File: config.mk
export PLATFORM = sky130hd
export DESIGN_NAME = capture_rle_encoder
export DESIGN_NICKNAME = d
export VERILOG_FILES = /design/src/rtl/capture_rle_encoder.sv
export SDC_FILE = /design/constraint.sdc
export NUM_CORES = 1
export LEC_CHECK = 0
export BUFFER_PORTS_ARGS = -buffer_cell sky130_fd_sc_hd__buf_4
export CAP_MARGIN = 20
export CORE_ASPECT_RATIO = 1.25
export CORE_MARGIN = 4
export CORE_UTILIZATION = 54
export CTS_CLUSTER_DIAMETER = 50
export DETAILED_ROUTE_END_ITERATION = 6
export PLACE_DENSITY_LB_ADDON = 0.15
export SLEW_MARGIN = 15
export SYNTH_ARGS = -nofsm -noshare
export SYNTH_HDL_FRONTEND = slang
export SYNTH_SLANG_ARGS = --single-unit
File: constraint.sdc
create_clock -name clk_i -period 2.8 [get_ports clk_i]
set_input_delay 0.28 -clock clk_i [delete_from_list [all_inputs] [get_ports clk_i]]
set_output_delay 0.28 -clock clk_i [all_outputs]
set_load 0.03 [all_outputs]
File: src/rtl/capture_rle_encoder.sv
// Run-length encoder for the logic-analyser capture path: folds equal samples into
// {run_cnt, sample} words and hands them to the CDC FIFO through a one-entry register.
module capture_rle_encoder #(
    parameter int CHANNELS = 24
) (
    input  logic                clk_i,
    input  logic                rst_ni,
    input  logic                enable_i,
    input  logic                rle_en_i,
    input  logic                sample_valid_i,
    input  logic [CHANNELS-1:0] sample_i,
    input  logic                accept_i,
    output logic [31:0]         data_o,
    output logic                valid_o,
    output logic                overflow_o,
    output logic                busy_o
);

    localparam int CNT_W = 32 - CHANNELS;

    typedef enum logic [1:0] {IDLE, CAPTURE, FLUSH} state_t;

    // Handshake: a word is delivered in any cycle where valid_o && accept_i;
    // valid_o never waits on accept_i, and data_o is stable while valid_o holds.
    state_t              state_q, state_d;
    logic                enable_q;
    logic                run_valid_q, run_valid_d;
    logic [CHANNELS-1:0] cur_q, cur_d;
    logic [CNT_W-1:0]    cnt_q, cnt_d;
    logic [31:0]         data_q, data_d;
    logic                valid_q, valid_d;
    logic                overflow_q, overflow_d;
    logic                start;
    logic                free;
    logic                emit;

    assign start = enable_i && !enable_q;
    // Back-to-back: a held word retiring this cycle frees the slot for a new one.
    assign free  = !valid_q || accept_i;

    always_comb begin
        state_d     = state_q;
        run_valid_d = run_valid_q;
        cur_d       = cur_q;
        cnt_d       = cnt_q;
        overflow_d  = overflow_q;
        emit        = 1'b0;

        case (state_q)
            IDLE: begin
                if (start) begin
                    state_d     = CAPTURE;
                    overflow_d  = 1'b0;
                    run_valid_d = 1'b0;
                    if (sample_valid_i) begin
                        cur_d       = sample_i;
                        cnt_d       = '0;
                        run_valid_d = 1'b1;
                    end
                end
            end
            CAPTURE: begin
                if (!enable_i) begin
                    state_d = run_valid_q ? FLUSH : IDLE;
                end else if (sample_valid_i) begin
                    if (!run_valid_q) begin
                        cur_d       = sample_i;
                        cnt_d       = '0;
                        run_valid_d = 1'b1;
                    end else if (rle_en_i && (sample_i == cur_q) && (cnt_q != '1)) begin
                        cnt_d = cnt_q + CNT_W'(1);
                    end else begin
                        emit  = 1'b1;
                        cur_d = sample_i;
                        cnt_d = '0;
                    end
                end
            end
            FLUSH: begin
                if (free) begin
                    emit        = 1'b1;
                    run_valid_d = 1'b0;
                    state_d     = IDLE;
                end
            end
            default: state_d = IDLE;
        endcase

        data_d  = data_q;
        valid_d = valid_q;
        if (valid_q && accept_i) begin
            valid_d = 1'b0;
        end
        // A word that finds the register occupied is lost; sampling keeps going.
        if (emit) begin
            if (free) begin
                data_d  = {cnt_q, cur_q};
                valid_d = 1'b1;
            end else begin
                overflow_d = 1'b1;
            end
        end
    end

    always_ff @(posedge clk_i or negedge rst_ni) begin
        if (!rst_ni) begin
            state_q     <= IDLE;
            enable_q    <= 1'b0;
            run_valid_q <= 1'b0;
            cur_q       <= '0;
            cnt_q       <= '0;
            data_q      <= '0;
            valid_q     <= 1'b0;
            overflow_q  <= 1'b0;
        end else begin
            state_q     <= state_d;
            enable_q    <= enable_i;
            run_valid_q <= run_valid_d;
            cur_q       <= cur_d;
            cnt_q       <= cnt_d;
            data_q      <= data_d;
            valid_q     <= valid_d;
            overflow_q  <= overflow_d;
        end
    end

    assign data_o     = data_q;
    assign valid_o    = valid_q;
    assign overflow_o = overflow_q;
    assign busy_o     = (state_q != IDLE);

endmodule

==> flow_metrics.env <==
export IMPL_clock_tree_from_tritoncts="done"
export IMPL_boundaryPins=65
export IMPL_synth_area_in_compound_gates=0.0357
export IMPL_grt_first_pass_wirelength_mm=10.3
export IMPL_synth_cell_types=37
export IMPL_overflow=0
export IMPL_drt_total_wl_mm=6.24
export IMPL_hold_buffers=0
export IMPL_max_slew_worst_pin_slew_ns=0.932
export IMPL_final_nets=353
export IMPL_area_growth_syn_to_layout_pct=23.7
export IMPL_synth_xor_area_frac=0.0699
export IMPL_power_leakage_nw=1.92
export IMPL_first_global_vias=2134
export IMPL_worstPathMaxFanout=13
export IMPL_avgRoutedWirePerCell_um=16.0
export IMPL_drcViolationCount=0
export IMPL_worst_case_clock_skew_ns=0.00945
export IMPL_final_max_slew_viol_count=0
export IMPL_cts_sink_count=70
export IMPL_timing_rr_start="cur_q[12]"
export IMPL_adder_and_majority_cell_fraction_of_the_synthesized_area=0.0192
export IMPL_post_syn_area_per_cell_um2=13.2
export IMPL_worst_slew_margin_rel=0.378
export IMPL_die_y_extent_um=94.8
export IMPL_place_port_buffers=64
export IMPL_synth_area_mux_share=0.217
export IMPL_sequential_to_total_area_share_from_yosys_stat=0.538
export IMPL_rsz0062_at_grt="no"
export IMPL_number_of_max_cap_violations=0
export IMPL_critPathArrivalTime_ns=2.85
export IMPL_antennaDiodeCount=0
export IMPL_die_width_um=77.5
export IMPL_routabilityCongestion=0.817
export IMPL_detail_placement_hpwl_mm=4.32
export IMPL_cts_inserted_buffers=9
export IMPL_fp_row_count=31
export IMPL_drt_antenna_violating_nets=0
export IMPL_drt_initial_drc_count=96
export IMPL_hold_viol_final=0
export IMPL_timing_setup_critical_path_class="flop to flop"
export IMPL_max_freq_mhz=382
export IMPL_final_layout_size_suffix_gt1_frac=0.437
export IMPL_worst_setup_path_start_kind="flop"
export IMPL_worst_ir_drop_vdd_v=0.000687
export IMPL_asyncSetResetFlopFracSynth=1.00
export IMPL_post_route_min_period_ns=2.62
export IMPL_yosys_warnings=0
export IMPL_post_cts_resized_instances=0
export IMPL_cp_startpoint="cur_q[12]"
export IMPL_antenna_found_initial=0
export IMPL_finalCritPeriodShare=0.936
export IMPL_cp_required_ns=3.03
export IMPL_worst_setup_path_end_kind="flop"
export IMPL_clk_latency_ns=0.35
export IMPL_floorplan_die_area_um2=7350
export IMPL_synth_edf_count=0
export IMPL_slack_of_the_worst_reg_to_reg_path_ns=0.18
export IMPL_post_dp_cell_area_um2=3770
export IMPL_final_fill_count=438
export IMPL_path_clk_slew_ns=0.07
export IMPL_hold_path_class="input port to async pin"
export IMPL_yosys_most_used_dff="sky130_fd_sc_hd__dfrtp_1"
export IMPL_flops_latches_synth=70
export IMPL_initial_core_util=0.560
export IMPL_combinational_family_with_the_most_area_after_synthesis="multiplexers"
export IMPL_power_density_cell_area_nw_per_um2=1130
export IMPL_detailedPlace_worstSlack_ns=0.223
export IMPL_detailedRoute_firstPassIterationCount=4
export IMPL_layout_cell_area_non_filler_um2=4030
export IMPL_cts_root_to_sink_buffers=2
export IMPL_grt_util_all_layers=0.184
export IMPL_mappedNetlistNets=282
export IMPL_syn_inst=247
export IMPL_fin_util=0.692
export IMPL_syn_cell_area_um2=3260
export IMPL_timing_final_ws_setup_ns=0.179
export IMPL_run_status="finished, final reports clean"
export IMPL_post_drt_via_cell_ratio=5.35
export IMPL_grt_max_degree=71
export IMPL_synthSimpleGateAreaFrac=0.0918
export IMPL_clk_root_buffer_cell="sky130_fd_sc_hd__clkbuf_8"
export IMPL_tns_ns=0
export IMPL_finalSetupViolations=0
export IMPL_route_vias_total=2083
export IMPL_core_area_um2=5820
export IMPL_cts_htree_levels=3
## what timing repair did
item	CTS	global route
setup endpoints to repair	0	3
endpoints found under the hold margin	0	0
setup buffers	0	0
## placed cells by master, fill, tap and decap left out, drive strengths merged, types with 4 or more instances in the layout
cell type	n
nor2	10
clkbuf	11
o21ai	8
mux2	56
dfrtp	70
xor2	7
xnor2	19
nand2	20
inv	5
ha	5
nand4	6
nor4	4
nand3	6
buf	66
## per-layer routing
metal	GRT usage	share of wire	wire, µm
met5	0	0	0
met4	0.0757	0.018	113
met3	0.0563	0.054	335
met2	0.300	0.48	2990
met1	0.229	0.45	2800
## registers in the layout (all words and copies together), names as in the netlist
name and cells:
overflow_o 1, data_o 32, enable_q 1, cur_q 24
state_q 2, valid_o 1, cnt_q 8, run_valid_q 1
## layout make-up
type	count	area, µm²	area share
well taps	66	82.6	0.0205
multi-input cells	166	1420	0.352
clock buffers	11	141	0.0351
repair buffers	66	508	0.126
flip-flops and latches	70	1750	0.435
clock inverters	5	106	0.0264
inverters	5	18.8	0.00466
## critical path, stage by stage, from the launching register on
cell and delay (ns):
sky130_fd_sc_hd__dfrtp_1 0.42, sky130_fd_sc_hd__xor2_1 0.19, sky130_fd_sc_hd__or4_1 0.52, sky130_fd_sc_hd__nor4_1 0.30, sky130_fd_sc_hd__and4_1 0.46, sky130_fd_sc_hd__nor2_2 0.27
sky130_fd_sc_hd__mux2_4 0.35
## synthesized netlist by cell type (all sizes together), types with 2 or more instances
master	instances	area share
a21oi	2	0.0031
a31oi	3	0.0058
buf	6	0.021
dfrtp	70	0.54
ha	5	0.019
inv	5	0.0058
mux2	56	0.21
nand2	20	0.023
nand2b	2	0.0038
nand3	6	0.0092
nand4	6	0.012
nor2	9	0.013
nor2b	3	0.0058
nor3	3	0.0046
nor4	4	0.0077
o21ai	8	0.013
or4	2	0.0046
xnor2	19	0.051
xor2	7	0.019
## worst paths after layout
kind,endpoint,cells after the start
max in group asynchronous,data_o[27],1
min in group clk_i,enable_q,1
worst max-delay path,cur_q[14],6
worst min-delay path,valid_o,1
worst max register to register,cur_q[14],6
worst min register to register,data_o[4],1
## stage by stage
step / power, mW / cells / hold WS, ns
after global routing: 4.84 / 389 / 0.0624
after CTS: 4.61 / 388 / 0.0671
final: 4.57 / 389 / 0.0213
after global placement: 3.55 / 372 / 0.433
after detailed placement: 3.60 / 372 / 0.429
after floorplan: 3.02 / 247 / -0.0156
## power by group
part	internal, mW	total (mW)	switching, mW
sequential	1.41	1.70	0.293
combinational	0.932	1.87	0.936
clock	0.618	1.00	0.382
total	2.96	4.57	1.61
## logic make-up (layout without fill, tap and decap cells)
group | Yosys count | count (layout)
AOI/OAI and AO/OA | 18 | 18
xor gates and xnor gates | 26 | 26
adders and majority gates | 5 | 5
buffers and inverters | 12 | 87
DFF | 70 | 70
muxes | 57 | 57
and+or+nand+nor | 59 | 60
(Power assumes the default switching activity.)
